### config.mk
export PLATFORM = sky130hd
export DESIGN_NAME = display_buffer_sequencer_flat
export DESIGN_NICKNAME = d
export VERILOG_FILES = /design/src/rtl/display_buffer_sequencer_if.sv /design/src/rtl/display_buffer_sequencer.sv /design/src/flat_wrapper.sv
export SDC_FILE = /design/constraint.sdc
export NUM_CORES = 1
export LEC_CHECK = 0
export CAP_MARGIN = 10
export CORE_MARGIN = 1.5
export CORE_UTILIZATION = 34
export DETAILED_ROUTE_END_ITERATION = 12
export PLACE_DENSITY_LB_ADDON = 0.08
export SLEW_MARGIN = 20
export SYNTH_ARGS = -nofsm -noshare
export SYNTH_HDL_FRONTEND = slang
export SYNTH_SLANG_ARGS = --single-unit
### constraint.sdc
create_clock -name clk -period 4.13 [get_ports clk]
set_clock_uncertainty 0.15 [all_clocks]
set_input_delay 0.413 -clock clk [delete_from_list [all_inputs] [get_ports clk]]
set_output_delay 0.413 -clock clk [all_outputs]
set_load 0.02 [all_outputs]
### src/rtl/display_buffer_sequencer_if.sv
// rtl/display_buffer_sequencer_if.sv - CPU command, scanner read and RAM port bundle
// The sequencer uses the slave modport; the environment driving it uses master.
interface display_buffer_sequencer_if #(
  parameter int ADDR_W = 11,
  parameter int DATA_W = 32
);
  logic [ADDR_W-1:0] cpu_addr;
  logic [DATA_W-1:0] cpu_data;
  logic [7:0]        cpu_ctrl;
  logic              cpu_busy;

  logic              scan_req;
  logic [ADDR_W-1:0] scan_addr;
  logic              scan_gnt;
  logic [DATA_W-1:0] scan_rdata;
  logic              scan_rvalid;

  logic [ADDR_W-1:0] mem_addr;
  logic [DATA_W-1:0] mem_wdata;
  logic              mem_we;
  logic [DATA_W-1:0] mem_rdata;

  modport slave (
    input  cpu_addr, cpu_data, cpu_ctrl, scan_req, scan_addr, mem_rdata,
    output cpu_busy, scan_gnt, scan_rdata, scan_rvalid, mem_addr, mem_wdata, mem_we
  );

  modport master (
    output cpu_addr, cpu_data, cpu_ctrl, scan_req, scan_addr, mem_rdata,
    input  cpu_busy, scan_gnt, scan_rdata, scan_rvalid, mem_addr, mem_wdata, mem_we
  );
endinterface

### src/rtl/display_buffer_sequencer.sv
// rtl/display_buffer_sequencer.sv - LED display buffer RAM owner: scanner/CPU arbitration and hardware fill
// Scanner reads win, except when the CPU side has waited through STARVE_MAX scanner grants.
module display_buffer_sequencer #(
  parameter int ADDR_W     = 11,
  parameter int DATA_W     = 32,
  parameter int STARVE_MAX = 4
) (
  input logic                        clk,
  input logic                        reset,
  display_buffer_sequencer_if.slave  bus
);
  localparam int CNT_W = $clog2(STARVE_MAX + 1);
  localparam logic [ADDR_W-1:0] LAST_ADDR = '1;
  localparam logic [CNT_W-1:0]  STARVE_LIM = CNT_W'(STARVE_MAX);

  typedef enum logic {ST_IDLE, ST_CLEAR} state_e;

  state_e            state_q, state_d;
  logic [1:0]        ctrl_q;
  logic              pend_v_q, pend_v_d;
  logic [ADDR_W-1:0] pend_addr_q, pend_addr_d;
  logic [DATA_W-1:0] pend_data_q, pend_data_d;
  logic [DATA_W-1:0] fill_q, fill_d;
  logic [ADDR_W-1:0] clr_cnt_q, clr_cnt_d;
  logic [CNT_W-1:0]  starve_q, starve_d;
  logic              rvalid_q;

  logic wr_tog, clr_tog, clearing, cpu_wait, starved, idle_free;
  logic scan_win, cpu_win, scan_gnt;
  logic unused_ctrl;

  assign unused_ctrl = ^bus.cpu_ctrl[7:2];

  assign wr_tog    = bus.cpu_ctrl[0] ^ ctrl_q[0];
  assign clr_tog   = bus.cpu_ctrl[1] ^ ctrl_q[1];
  assign clearing  = (state_q == ST_CLEAR);
  assign cpu_wait  = pend_v_q | clearing;
  assign idle_free = !pend_v_q && !clearing;
  assign starved   = cpu_wait && (starve_q == STARVE_LIM);
  assign scan_win  = bus.scan_req && !starved;
  assign cpu_win   = !scan_win && cpu_wait;
  assign scan_gnt  = scan_win && !reset;

  always_ff @(posedge clk) begin
    if (reset) begin
      state_q   <= ST_IDLE;
      ctrl_q    <= bus.cpu_ctrl[1:0];
      pend_v_q  <= 1'b0;
      clr_cnt_q <= '0;
      starve_q  <= '0;
      rvalid_q  <= 1'b0;
    end else begin
      state_q   <= state_d;
      ctrl_q    <= bus.cpu_ctrl[1:0];
      pend_v_q  <= pend_v_d;
      clr_cnt_q <= clr_cnt_d;
      starve_q  <= starve_d;
      rvalid_q  <= scan_gnt;
    end
  end

  always_ff @(posedge clk) begin
    pend_addr_q <= pend_addr_d;
    pend_data_q <= pend_data_d;
    fill_q      <= fill_d;
  end

  // A write toggle takes precedence, so a simultaneous clear toggle never starts a fill.
  always_comb begin
    state_d = state_q;
    case (state_q)
      ST_IDLE:  if (clr_tog && !wr_tog && idle_free) state_d = ST_CLEAR;
      ST_CLEAR: if (cpu_win && clr_cnt_q == LAST_ADDR) state_d = ST_IDLE;
      default:  state_d = ST_IDLE;
    endcase
  end

  always_comb begin
    pend_v_d    = pend_v_q;
    pend_addr_d = pend_addr_q;
    pend_data_d = pend_data_q;
    fill_d      = fill_q;
    clr_cnt_d   = clr_cnt_q;
    starve_d    = '0;

    if (pend_v_q && cpu_win) begin
      pend_v_d = 1'b0;
    end else if (wr_tog && idle_free) begin
      pend_v_d    = 1'b1;
      pend_addr_d = bus.cpu_addr;
      pend_data_d = bus.cpu_data;
    end

    if (clr_tog && !wr_tog && idle_free) begin
      fill_d    = bus.cpu_data;
      clr_cnt_d = '0;
    end else if (clearing && cpu_win) begin
      clr_cnt_d = clr_cnt_q + 1'b1;
    end

    if (scan_win && cpu_wait) begin
      starve_d = starved ? starve_q : starve_q + CNT_W'(1);
    end
  end

  // Every visible strobe is gated by reset so an aborted fill stops in the reset cycle itself.
  always_comb begin
    bus.scan_gnt    = scan_gnt;
    bus.mem_we      = cpu_win && !reset;
    bus.mem_addr    = cpu_win ? (pend_v_q ? pend_addr_q : clr_cnt_q) : bus.scan_addr;
    bus.mem_wdata   = pend_v_q ? pend_data_q : fill_q;
    bus.cpu_busy    = cpu_wait && !reset;
    bus.scan_rvalid = rvalid_q && !reset;
    bus.scan_rdata  = bus.mem_rdata;
  end
endmodule
### src/flat_wrapper.sv
// flat-port wrapper written by rule: the top's interface ports become plain ports
module display_buffer_sequencer_flat 
#(
  parameter int ADDR_W     = 11,
  parameter int DATA_W     = 32,
  parameter int STARVE_MAX = 4
)
  (clk, reset, bus_cpu_addr, bus_cpu_data, bus_cpu_ctrl, bus_scan_req, bus_scan_addr, bus_mem_rdata, bus_cpu_busy, bus_scan_gnt, bus_scan_rdata, bus_scan_rvalid, bus_mem_addr, bus_mem_wdata, bus_mem_we);
  display_buffer_sequencer_if #(.ADDR_W(ADDR_W), .DATA_W(DATA_W)) bus_i ();
  input logic clk;
  input logic reset;
  input wire logic [$bits(bus_i.cpu_addr)-1:0] bus_cpu_addr;
  input wire logic [$bits(bus_i.cpu_data)-1:0] bus_cpu_data;
  input wire logic [$bits(bus_i.cpu_ctrl)-1:0] bus_cpu_ctrl;
  input wire logic [$bits(bus_i.scan_req)-1:0] bus_scan_req;
  input wire logic [$bits(bus_i.scan_addr)-1:0] bus_scan_addr;
  input wire logic [$bits(bus_i.mem_rdata)-1:0] bus_mem_rdata;
  output wire logic [$bits(bus_i.cpu_busy)-1:0] bus_cpu_busy;
  output wire logic [$bits(bus_i.scan_gnt)-1:0] bus_scan_gnt;
  output wire logic [$bits(bus_i.scan_rdata)-1:0] bus_scan_rdata;
  output wire logic [$bits(bus_i.scan_rvalid)-1:0] bus_scan_rvalid;
  output wire logic [$bits(bus_i.mem_addr)-1:0] bus_mem_addr;
  output wire logic [$bits(bus_i.mem_wdata)-1:0] bus_mem_wdata;
  output wire logic [$bits(bus_i.mem_we)-1:0] bus_mem_we;
  assign bus_i.cpu_addr = bus_cpu_addr;
  assign bus_i.cpu_data = bus_cpu_data;
  assign bus_i.cpu_ctrl = bus_cpu_ctrl;
  assign bus_i.scan_req = bus_scan_req;
  assign bus_i.scan_addr = bus_scan_addr;
  assign bus_i.mem_rdata = bus_mem_rdata;
  assign bus_cpu_busy = bus_i.cpu_busy;
  assign bus_scan_gnt = bus_i.scan_gnt;
  assign bus_scan_rdata = bus_i.scan_rdata;
  assign bus_scan_rvalid = bus_i.scan_rvalid;
  assign bus_mem_addr = bus_i.mem_addr;
  assign bus_mem_wdata = bus_i.mem_wdata;
  assign bus_mem_we = bus_i.mem_we;
  display_buffer_sequencer #(.ADDR_W(ADDR_W), .DATA_W(DATA_W), .STARVE_MAX(STARVE_MAX)) u_core (.clk(clk), .reset(reset), .bus(bus_i));
endmodule
# == After elaboration in Yosys (flattened, before gate mapping) ==
# Index checks and enable logic that the tools add are counted.
# totals
reg_bits,94
latch_bits,0
mem_bits_rw,0
romBits,0
inputBits,97
output_inout_bits,79
memories,0
# op_classes
add_sub_neg,2
mul,0
div,0
n_lt_le_gt_ge,0
n_eq_ne,2
n_shift,0
mux,6
bitwise_logic,6
reduce_logical,25
# op_table
cell,count
$mux W32,1
$mux W11,2
$logic_and A1 B1 Y1,15
$add A11 B1 Y11 const B,1
$eq A11 B11 Y1 const B,1
$logic_not A1 Y1,6
$reduce_or A2 Y1,3
$add A3 B1 Y3 const B,1
$eq A3 B3 Y1 const B,1
$not A1 Y1,3
$mux W1,2
$pmux W1 S2,1
$reduce_and A2 Y1,1
$xor A1 B1 Y1,2
$or A1 B1 Y1,1

# == Depth between registers and ports, before layout ==
# Gate-level depths: netlist of the first run.
# depth
word_depth,9
depth_mapped,7
mapped_depth_nobuf,6

# == Least setup slack after synthesis of the first run ==
# Ideal clock, no wire load.
# synth_path
path_kind,input to register
from,in bus_cpu_ctrl[0]
to,reg u_core.pend_addr_q[0] (enable)
setup_time_ns,0.499
t_arrival_ns,3.533
path_slack_ns,-0.052
cell_stages,2
path_cell_list,xnor2_1 -> nor3_1
# synth_via
elab_chain_len,3
# synth_lines
element,line_no,rtl
from (decl),flat_wrapper.sv:14,input wire logic [$bits(bus_i.cpu_ctrl)-1:0] bus_cpu_ctrl;
$xor A1 B1 Y1,display_buffer_sequencer.sv:34,assign wr_tog = bus.cpu_ctrl[0] ^ ctrl_q[0];
$logic_and A1 B1 Y1,display_buffer_sequencer.sv:88,end else if (wr_tog && idle_free) begin
$reduce_and A2 Y1 (no line),-,
to (signal assigned),display_buffer_sequencer.sv:63,pend_addr_q <= pend_addr_d;
to (decl),display_buffer_sequencer.sv:21,"logic [ADDR_W-1:0] pend_addr_q, pend_addr_d;"
# No other way between the ends.
# A chain may end at the register's enable or synchronous reset.

# == Worst setup path after layout of the first run ==
# layout_path
from,reg u_core.starve_q[0]
to,out bus_mem_addr[3]
# layout_via
elab_chain_len,7
# layout_lines
element,line_no,rtl
from (decl),display_buffer_sequencer.sv:25,"logic [CNT_W-1:0] starve_q, starve_d;"
from (signal assigned),display_buffer_sequencer.sv:57,starve_q <= starve_d;
$eq A3 B3 Y1,display_buffer_sequencer.sv:39,assign starved = cpu_wait && (starve_q == STARVE_LIM);
$logic_and A1 B1 Y1,display_buffer_sequencer.sv:39,
$logic_not A1 Y1,display_buffer_sequencer.sv:40,assign scan_win = bus.scan_req && !starved;
$logic_and A1 B1 Y1,display_buffer_sequencer.sv:40,
$logic_not A1 Y1,display_buffer_sequencer.sv:41,assign cpu_win = !scan_win && cpu_wait;
$logic_and A1 B1 Y1,display_buffer_sequencer.sv:41,
$mux W11,display_buffer_sequencer.sv:110,bus.mem_addr = cpu_win ? (pend_v_q ? pend_addr_q : clr_cnt_q) : bus.scan_addr;
to (decl),flat_wrapper.sv:22,output wire logic [$bits(bus_i.mem_addr)-1:0] bus_mem_addr;
# No other way between the ends.

==> results of run 1 <==
[cells by family after synthesis]
family          count (synthesis)  synth area share
fa+ha+maj                       3           0.00949
mux                            43             0.119
simple gates                   55            0.0673
flops                          94             0.665
xor+xnor                       13            0.0288
buf+inv                        45            0.0797
compound gates                 19            0.0307
[metal layers]
metal,global-route usage,vias to the layer above,share of wire
li1,-,1116,-
met1,0.143,1105,0.41
met2,0.208,72,0.49
met3,0.0514,22,0.076
met4,0.0761,0,0.025
met5,0,-,0
[final timing paths]
check | slack [ns] | to | from
worst max-delay path | 1.20 | bus_mem_addr[3] | u_core.starve_q[0]$_SDFFE_PP0N_
worst min-delay path | 0.30 | u_core.starve_q[0]$_SDFFE_PP0N_ | u_core.starve_q[0]$_SDFFE_PP0N_
worst max register to register | 2.03 | u_core.pend_data_q[16]$_DFFE_PP_ | u_core.pend_v_q$_SDFFE_PP0P_
worst min register to register | 0.30 | u_core.starve_q[0]$_SDFFE_PP0N_ | u_core.starve_q[0]$_SDFFE_PP0N_
[final cells by class]
cell class	count	share of cell area
Sequential cell	94	0.503
Timing Repair Buffer	110	0.210
Clock inverter	7	0.0124
Inverter	4	0.00287
Clock buffer	9	0.0430
Multi-Input combinational cell	133	0.195
Tap cell	143	0.0341
[cells in the final DEF (no fill, tap or decap), drive strengths merged]
master / count
o22ai: 1
inv: 4
a21oi: 1
xor2: 5
mux2: 32
o21ai: 12
a22o: 1
bufinv: 1
nand2: 19
ha: 3
nor2b: 1
nand3: 5
clkinv: 4
nand4: 4
nor2: 15
clkinvlp: 2
clkdlybuf4s50: 105
and3: 3
xnor2: 8
nor3: 4
buf: 5
mux2i: 11
edfxtp: 75
a21boi: 1
a21bo: 1
clkbuf: 9
o211a: 2
dfxtp: 19
and4bb: 1
nor4: 3
[worst max-delay path, stage by stage (launching register included)]
cell	delay, ns
dfxtp_1	0.35
inv_1	0.05
ha_1	0.23
a21bo_2	0.28
o21ai_1	0.09
buf_4	0.25
nand2_1	0.07
o21ai_0	0.07
clkdlybuf4s50_1	0.63
[sequential cells by signal, summed over array words and instances, names as in the netlist]
signal and cells:
u_core.clearing 1, u_core.clr_cnt_q 11, u_core.ctrl_q 2, u_core.fill_q 32
u_core.pend_addr_q 11, u_core.pend_data_q 32, u_core.pend_v_q 1, u_core.rvalid_q 1
u_core.starve_q 3
[where the power goes]
part	switching [mW]	internal, mW	leakage (nW)
registers	0.0210	1.12	0.860
clock network	0.335	0.463	0.134
logic	0.237	0.232	0.814
total	0.593	1.82	1.81
[per-stage QoR]
stage          worst slack [ns]  instance area (um^2)  hold slack, ns
2_1_floorplan              1.29                  3960           0.267
3_3_place_gp               1.21                  4950           0.283
3_5_place_dp               1.21                  4950           0.288
4_1_cts                    1.16                  5240           0.303
5_1_grt                   0.984                  5240           0.331
6_report                   1.20                  5240           0.297
==> metrics.md, run 1 <==
| Metric | Value |
|---|---|
| Worst EP arrival | `between 2 and 2.5 ns` |
| Clk slew on worst S/H paths | `~0.060 ns` |
| Syn nets | `between 300 and 400` |
| Count of cell types in the netlist | `32` |
| Routed wire length | `7560 um` |
| Relative slew slack | `0.383` |
| Post-synth top area share | `0.569` |
| Post-Syn Instances | `272` |
| Global-route wire length before repair | `12,100 um` |
| Max Root-Sink Buffers | `2` |
| Max-cap violations | `0` |
| Core ar. | `around 11,000 um^2` |
| Seq/Total Area, Yosys | `0.665` |
| Layout cells sized above 1 | `0.165` |
| DRT Pass-1 Iters | `4` |
| Outcome | `complete, no violations` |
| WL per Instance | `about 15 um` |
| Root Buffer | `clkbuf_16` |
| Synth Cell Area | `a little under 4000 um^2` |
| Diodes inserted | `0` |
| Min Tclk post-route | `roughly 2.9 ns` |
| Setup Fix Bufs, Post-CTS | `0` |
| Boundary pin count | `around 180` |
| Hold Crit Class | `flip-flop to flip-flop` |
| FMAX | `341 MHz` |
| Top cells by count, synth | `edfxtp_1 (75), buf_4 (32), mux2_2 (32), dfxtp_1 (19), nand2_1 (19)` |
| Fin. Hold Viols | `0` |
| Synth Warn # | `0` |
| Crit path max fanout | `23` |
| Tightest Pin Transition | `0.923 ns` |
| Critical path launch point type | `flip-flop` |
| Finished Layout Cells | `500` |
| PwrDens | `~460 nW/um^2` |
| CTS tree | `done` |
| Die Span X | `approximately 110 um` |
| Nets | `roughly 450` |
| Detailed placement HPWL | `5100 um` |
| Vias per cell | `around 4.6` |
| Synth Register Bits | `94` |
| Post-placement cell count | `slightly below 500` |
| Final core occ | `0.461` |
| Initial Util | `0.348` |
| Post-synth EDFFs | `75` |
| Largest net degree at the start of global routing | `33` |
| Fin. max-slew vios | `0` |
| DRC viols | `0` |
| Full die area | `roughly 12,000 um^2` |
| Crit end category | `output pin` |
| FF+latch area | `between 2000 and 3000 um^2` |
| Vias in the first global route | `~2,400` |
| Row Count | `39` |
| H-Tree Depth | `3` |
| Top-count cell post-synth | `edfxtp_1` |
| RSZ-0062 raised after global routing | `no` |
| Async SR Flop Fraction | `0` |
| Fill cells | `~1,000` |
| Hold path depth | `1` |
| Lkg Pwr | `1.81 nW` |
| Area contributors post-synth | `edfxtp_1 (57%), dfxtp_1 (9.6%), mux2_2 (9.1%)` |
| # setup viols final | `0` |
| Via Count | `2,315` |
| TritonCTS buffer count | `9` |
| Clock Sink Count | `94` |
| Initial antenna violation count | `0` |
| Final ANT Viol Nets | `0` |
| Synth area leader | `edfxtp_1` |
| Syn_area_per_cell | `14.5 um^2` |
| PortBufs | `around 110` |
| Die Ht | `approximately 110 um` |
| Worst R2R Path Depth | `3` |
| Setup TNS | `0 ns` |
| # resized after CTS | `0` |
| Clk_lat worst skew | `0.33 ns` |
| Final Cycle Share | `0.711` |
| Gr usage total | `0.129` |
| Synth Flop Type | `edfxtp_1` |
| CP required | `~3.6 ns` |
| Initial drt markers | `55` |
| CTS Hold Bufs | `0` |
| Max VDD drop | `about 0.23 mV` |
| Layout area overhead | `32.4%` |
| Global route overflow | `0` |
| Routability Congestion | `between 0.6 and 0.7` |
| Area of the multi-input gates | `a little over 1000 um^2` |
| Pwr Total | `approximately 2.4 mW` |
| Kind of critical path | `flip-flop to output pin` |
(Power assumes the default switching activity.)
==> inputs of run 2 (changes only) <==
==> constraint.sdc (replaced) <==
create_clock -name clk -period 2.4 [get_ports clk]
set_clock_uncertainty 0.15 [all_clocks]
set_input_delay 0.24 -clock clk [delete_from_list [all_inputs] [get_ports clk]]
set_output_delay 0.24 -clock clk [all_outputs]
set_load 0.02 [all_outputs]
==> metrics.md, run 2 (same netlist as run 1, synthesis figures left out) <==
| Metric | Value |
|---|---|
| Outcome | `complete, no violations` |
| # setup viols final | `0 (unchanged)` |
| CP cell instances | `buf_6, mux2_2, clkdlybuf4s50_1` |
| Layout cells sized above 1 | `0.218 (+0.0530)` |
| Initial drt markers | `58 (+5.5%)` |
| CTS tree | `done` |
| DRC viols | `0 (unchanged)` |
| FMAX | `between 400 and 500 MHz` |
| Slowest Stage Delay on Critical Path | `0.54 ns (-0.09 ns)` |
| Die Span X | `111 um (unchanged)` |
| Met1 wire length | `3410 um (+9.4%)` |
| Layout area overhead | `35.0%` |
| CP startpoint | `u_core.pend_v_q$_SDFFE_PP0P_` |
| Diodes inserted | `0 (unchanged)` |
| Commonest non-fill, non-tap cell in the layout | `clkdlybuf4s50_1` |
| Final core occ | `0.470 (+0.00913)` |
| Row Count | `39 (unchanged)` |
| Core ar. | `11,400 um^2 (unchanged)` |
| Setup Fix Bufs, Post-CTS | `0 (unchanged)` |
| Relative slew slack | `0.703 (+0.320)` |
| Final setup margin | `0.0938 ns (-1.10 ns)` |
| Worst EP arrival | `1.92 ns (-0.45 ns)` |
| Detailed placement HPWL | `5100 um (about the same)` |
| Most frequent cells in the layout | `clkdlybuf4s50_1 (92), edfxtp_1 (75), mux2_2 (32)` |
| Clk slew on worst S/H paths | `0.07 ns (about the same)` |
| PwrDens | `828 nW/um^2 (+80%)` |
| Vias per cell | `4.71 (+1.8%)` |
| Fin. max-slew vios | `0 (unchanged)` |
| Initial Util | `0.348 (unchanged)` |
| Reg2Reg Capture Point | `u_core.clearing$_SDFF_PP0_` |
| Final Cycle Share | `0.961` |
| Wire length on met2 | `3570 um (-2.9%)` |
| Fill cells | `1,039 (-0.95%)` |
| Top sig layer | `met4` |
| Lkg Pwr | `1.92 nW (+6.3%)` |
| Root Buffer | `clkbuf_16` |
| Crit path max fanout | `20 (-13%)` |
| Leading registers by flop count | `u_core.fill_q (32), u_core.pend_data_q (32)` |
| Routability Congestion | `0.715 (+3.8%)` |
| Full die area | `12,300 um^2 (unchanged)` |
| H-Tree Depth | `3 (unchanged)` |
| Boundary pin count | `176 (unchanged)` |
| Vias in the first global route | `2,511 (+4.0%)` |
| DRT Pass-1 Iters | `4 (unchanged)` |
| Global route overflow | `0 (unchanged)` |
| Global-route wire length before repair | `12,600 um (+3.9%)` |
| RSZ-0062 raised after global routing | `no` |
| Clock Sink Count | `94 (unchanged)` |
| Die Ht | `111 um (unchanged)` |
| Max Root-Sink Buffers | `2 (unchanged)` |
| Min Tclk post-route | `between 2 and 2.5 ns` |
| CTS Hold Bufs | `0 (unchanged)` |
| Pre-CTS worst setup slack | `-0.0414 ns (-1.25 ns)` |
| Kind of critical path | `flip-flop to output pin` |
| Max VDD drop | `0.345 mV (+52%)` |
| Final ANT Viol Nets | `0 (unchanged)` |
| Worst R2R Path Depth | `7 (+4)` |
| Tightest Pin Transition | `0.445 ns (-0.478 ns)` |
| CP required | `2.01 ns (-1.56 ns)` |
| Hold Crit Class | `input port to flip-flop` |
| Critical path launch point type | `flip-flop` |
| Pwr Total | `4.42 mW (+83%)` |
| Critical R2R Launch | `u_core.starve_q[0]$_SDFFE_PP0N_` |
| Routed wire length | `7730 um (+2.4%)` |
| Critical Path End | `bus_mem_wdata[7]` |
| Crit end category | `output pin` |
| Slowest-stage cell, CP | `clkdlybuf4s50_1` |
| Largest net degree at the start of global routing | `33 (unchanged)` |
| TritonCTS buffer count | `9 (unchanged)` |
| Via Count | `2,381 (+2.9%)` |
| WL per Instance | `15.3 um (+1.4%)` |
| Flop2flop setup slack | `0.51 ns (-1.52 ns)` |
| Fin. Hold Viols | `0 (unchanged)` |
| PortBufs | `105 (unchanged)` |
| Initial antenna violation count | `0 (unchanged)` |
| Gr usage total | `0.132 (+0.00318)` |
| Met3 Wirelength | `609 um (+6.5%)` |
| Nets | `457 (+1.1%)` |
| Clk_lat worst skew | `0.33 ns (about the same)` |
| Max-cap violations | `0 (unchanged)` |
run 2: cell types whose count changed in the layout (fill, tap and decap cells not counted), sizes merged:
cell | previous run | this run
buf | 5 | 13
clkbuf | 9 | 17
inv | 4 | 6
clkinvlp | 2 | 1
dlymetal6s2s | 0 | 2
clkdlybuf4s50 | 105 | 92
bufinv | 1 | 3
clkinv | 4 | 1
run 2: metrics by stage:
step	instances	TNS, ns	cell area (um^2)	hold WS (ns)
2_1_floorplan	272	0	3970	0.118
3_3_place_gp	488	-0.117	5020	0.284
3_5_place_dp	488	-0.119	5020	0.292
4_1_cts	504	-0.0640	5370	0.236
5_1_grt	505	0	5340	0.231
6_report	505	0	5340	0.250
run 2: per-layer routing:
| layer | up-vias | global-route usage |
|---|---|---|
| met3 | 13 | 0.0601 |
| met4 | 0 | 0.0538 |
| met5 | - | 0 |
| met1 | 1144 | 0.160 |
| li1 | 1134 | - |
| met2 | 90 | 0.204 |
run 2: area by class of cell:
| class | count | area [um^2] | area share |
|---|---|---|---|
| Inverter | 4 | 15.0 | 0.00281 |
| Clock buffer | 9 | 225 | 0.0421 |
| Sequential cell | 94 | 2640 | 0.493 |
| Clock inverter | 7 | 119 | 0.0222 |
| Multi-Input combinational cell | 133 | 1030 | 0.193 |
| Tap cell | 143 | 179 | 0.0335 |
| Timing Repair Buffer | 115 | 1140 | 0.213 |
run 2: worst min path at each step:
stage | start | end | cells past startpoint
after CTS | bus_cpu_ctrl[0] | u_core.ctrl_q[0]$_DFF_P_ | 1
final | bus_cpu_ctrl[0] | u_core.ctrl_q[0]$_DFF_P_ | 1
after floorplan | bus_cpu_ctrl[0] | u_core.ctrl_q[0]$_DFF_P_ | 0
after global placement | u_core.starve_q[0]$_SDFFE_PP0N_ | u_core.starve_q[0]$_SDFFE_PP0N_ | 1
after detailed placement | u_core.starve_q[0]$_SDFFE_PP0N_ | u_core.starve_q[0]$_SDFFE_PP0N_ | 1
after global routing | bus_cpu_ctrl[1] | u_core.ctrl_q[1]$_DFF_P_ | 1
run 2: critical path, delay by kind of cell (launching register included):
family	cells	cell delay, ns
buf+inv	2	0.80
flops	1	0.39
mux	1	0.37
run 2: where the power goes:
| group | switching (mW) | internal [mW] | total (mW) |
|---|---|---|---|
| clock | 0.604 | 1.02 | 1.63 |
| combinational | 0.419 | 0.409 | 0.828 |
| sequential | 0.0375 | 1.93 | 1.97 |
| total | 1.06 | 3.36 | 4.42 |
run 2: repair_timing:
item,in CTS,in global routing
gates cloned,0,1
gates resized for setup,29,26
setup endpoints to repair,17,12
pin swaps,0,1
==> inputs of run 3 (changes only) <==
--- a/config.mk
+++ b/config.mk
@@ -7,7 +7,7 @@
 export LEC_CHECK = 0
 export CAP_MARGIN = 10
 export CORE_MARGIN = 1.5
-export CORE_UTILIZATION = 34
+export CORE_UTILIZATION = 38
 export DETAILED_ROUTE_END_ITERATION = 12
 export PLACE_DENSITY_LB_ADDON = 0.08
 export SLEW_MARGIN = 20
==> metrics.md, run 3 (same netlist as run 1, synthesis figures left out) <==
| Metric | Value |
|---|---|
| DRT Pass-1 Iters | `4 (unchanged)` |
| RSZ-0062 raised after global routing | `yes` |
| Global route overflow | `0 (unchanged)` |
| Leading registers by flop count | `u_core.fill_q (32), u_core.pend_data_q (32)` |
| Met3 usage | `0.0636 (+0.00349)` |
| DRC viols | `0 (unchanged)` |
| Initial antenna violation count | `0 (unchanged)` |
| Largest net degree at the start of global routing | `38 (+15%)` |
| Met1 GRT Util | `0.183 (+0.0229)` |
| Vias per cell | `4.70 (-0.37%)` |
| Relative slew slack | `0.710 (+0.00734)` |
| Outcome | `complete, no violations` |
| Clk_lat worst skew | `0.35 ns (+0.02 ns)` |
| Global-route wire length before repair | `12,200 um (-2.5%)` |
| Logic pwr share | `0.218 (+0.031)` |
| Lkg Pwr | `1.85 nW (-3.9%)` |
| Final setup margin | `0.0628 ns (-0.0309 ns)` |
| Initial Util | `0.387 (+0.0387)` |
| Hold Crit Class | `input port to flip-flop` |
| H-Tree Depth | `3 (unchanged)` |
| WL per Instance | `15.9 um (+3.6%)` |
| Critical path launch point type | `flip-flop` |
| P_sw | `1.03 mW (-3.2%)` |
| Sw frac | `0.266 (+0.0262)` |
| Most frequent cells in the layout | `clkdlybuf4s50_1 (93), edfxtp_1 (75), mux2_2 (32)` |
| Tightest Pin Transition | `0.434 ns (-0.0110 ns)` |
| CP cell instances | `buf_12, mux2_2, clkdlybuf4s50_1` |
| Nets | `459 (+0.44%)` |
| Slowest-stage cell, CP | `clkdlybuf4s50_1` |
| Final core occ | `0.510 (+0.0400)` |
| Worst R2R Path Depth | `7 (unchanged)` |
| Critical Path End | `bus_mem_wdata[1]` |
| Worst EP arrival | `1.95 ns (+0.03 ns)` |
| Detailed placement HPWL | `5100 um (about the same)` |
| Crit. path cell count | `3 (unchanged)` |
| Die Span X | `105 um (-5.3%)` |
| Max-cap violations | `0 (unchanged)` |
| Core ar. | `10,200 um^2 (-10%)` |
| CP delay by family, top | `buffers and inverters` |
| FMAX | `428 MHz (-1.3%)` |
| Vias in the first global route | `2,465 (-1.8%)` |
| PwrDens | `740 nW/um^2 (-11%)` |
| Diodes inserted | `0 (unchanged)` |
| Routed wire length | `7920 um (+2.4%)` |
| Final Cycle Share | `0.974 (+0.0129)` |
| Slowest Stage Delay on Critical Path | `0.56 ns (+0.02 ns)` |
| Max Root-Sink Buffers | `2 (unchanged)` |
| Routability Congestion | `0.736 (+2.8%)` |
| Setup TNS | `0 ns (unchanged)` |
| Initial drt markers | `42 (-28%)` |
| Crit path max fanout | `28 (+40%)` |
| Layout cells sized above 1 | `0.223 (+0.00491)` |
| Pre-CTS worst setup slack | `-0.0362 ns (+0.00524 ns)` |
| Finished Layout Cells | `499 (-1.2%)` |
| Clock power share | `0.271 (-0.097)` |
| Flop pwr share | `0.511 (+0.066)` |
| Pwr Total | `3.86 mW (-13%)` |
| Crit end category | `output pin` |
| Root Buffer | `clkbuf_8` |
| Reg2Reg Capture Point | `u_core.clearing$_SDFF_PP0_` |
| Max VDD drop | `0.352 mV (+2.0%)` |
| Full die area | `11,000 um^2 (-10%)` |
| Met2 GRT Util | `0.227 (+0.0232)` |
| Fin. max-slew vios | `0 (unchanged)` |
| Fill cells | `901 (-13%)` |
| Commonest non-fill, non-tap cell in the layout | `clkdlybuf4s50_1` |
| WHS | `0.239 ns (-0.0110 ns)` |
| Clk slew on worst S/H paths | `0.09 ns (+0.02 ns)` |
| Min Tclk post-route | `2.34 ns (+0.0309 ns)` |
| Layout area overhead | `31.8%` |
| Cell-internal power | `2.83 mW (-16%)` |
| Worst Path Buf+Inv | `2 (unchanged)` |
| Clock Sink Count | `94 (unchanged)` |
| Kind of critical path | `flip-flop to output pin` |
| Flop2flop setup slack | `0.57 ns (+0.06 ns)` |
| CTS tree | `done` |
| Gr usage total | `0.146 (+0.0140)` |
| GRT busiest layer | `met2` |
| Row Count | `37 (-5.1%)` |
| PortBufs | `105 (unchanged)` |
| Die Ht | `105 um (-5.3%)` |
| CTS Hold Bufs | `0 (unchanged)` |
| Setup Fix Bufs, Post-CTS | `0 (unchanged)` |
| DP Area | `5030 um^2 (+0.22%)` |
| CP startpoint | `u_core.pend_v_q$_SDFFE_PP0P_` |
| Post-placement cell count | `482 (-1.2%)` |
| Critical R2R Launch | `u_core.starve_q[0]$_SDFFE_PP0N_` |
| Via Count | `2,344 (-1.6%)` |
| TritonCTS buffer count | `9 (unchanged)` |
| CP required | `2.01 ns (about the same)` |
| Fin. Hold Viols | `0 (unchanged)` |
| Fin area | `5220 um^2 (-2.4%)` |
| # setup viols final | `0 (unchanged)` |
| Final ANT Viol Nets | `0 (unchanged)` |
| Boundary pin count | `176 (unchanged)` |
==> run 3: cell types whose count changed in the layout (fill, tap and decap cells not counted), moves of 2 or more <==
cell / delta
buf_2: +6
clkbuf_16: -9
clkinvlp_4: +2
clkbuf_8: +9
clkbuf_2: -6
bufinv_16: -2
==> run 3: cell type report <==
cell class                      instances  area (um^2)  area share
Timing Repair Buffer                  117         1160       0.223
Clock inverter                          6         70.1      0.0134
Tap cell                              136          170      0.0326
Sequential cell                        94         2640       0.505
Clock buffer                            9          124      0.0237
Multi-Input combinational cell        133         1040       0.199
Inverter                                4         15.0     0.00288
==> run 3: worst min path at each step <==
| stage | endpoint | slack, ns | startpoint | cells past startpoint |
|---|---|---|---|---|
| final | u_core.ctrl_q[1]$_DFF_P_ | 0.24 | bus_cpu_ctrl[1] | 1 |
| after global routing | u_core.ctrl_q[1]$_DFF_P_ | 0.24 | bus_cpu_ctrl[1] | 1 |
| after CTS | u_core.ctrl_q[1]$_DFF_P_ | 0.23 | bus_cpu_ctrl[1] | 1 |
| after detailed placement | u_core.starve_q[0]$_SDFFE_PP0N_ | 0.29 | u_core.starve_q[0]$_SDFFE_PP0N_ | 1 |
| after global placement | u_core.starve_q[0]$_SDFFE_PP0N_ | 0.28 | u_core.starve_q[0]$_SDFFE_PP0N_ | 1 |
| after floorplan | u_core.ctrl_q[0]$_DFF_P_ | 0.12 | bus_cpu_ctrl[0] | 0 |
==> run 3: timing repair <==
item | CTS | global route
pin swaps | 0 | 0
endpoints found under the hold margin | 0 | 0
gates resized for setup | 42 | 18
setup endpoints to repair | 12 | 12
gates cloned | 0 | 2
==> run 3: worst register-to-register path, stage by stage (launching register included) <==
cell and delay [ns]:
dfxtp_2 0.34, inv_1 0.05, ha_1 0.23, a21bo_2 0.20, o21ai_4 0.09, buf_6 0.16
nor4_1 0.36, o22ai_1 0.13
==> run 3: power groups by stage <==
stage | Sequential (mW) | Combinational, mW | Clock [mW]
floorplan | 1.99 | 0.511 | 0
global placement | 2.00 | 0.856 | 0
detailed placement | 2.01 | 0.856 | 0
CTS | 1.97 | 0.854 | 1.08
global route | 1.99 | 0.902 | 1.16
finish | 1.97 | 0.842 | 1.05
==> run 3: layer usage <==
layer / routed length, um / vias up
met5: 0 / -
met1: 3440 / 1128
li1: - / 1129
met4: 66 / 0
met3: 644 / 6
met2: 3770 / 81
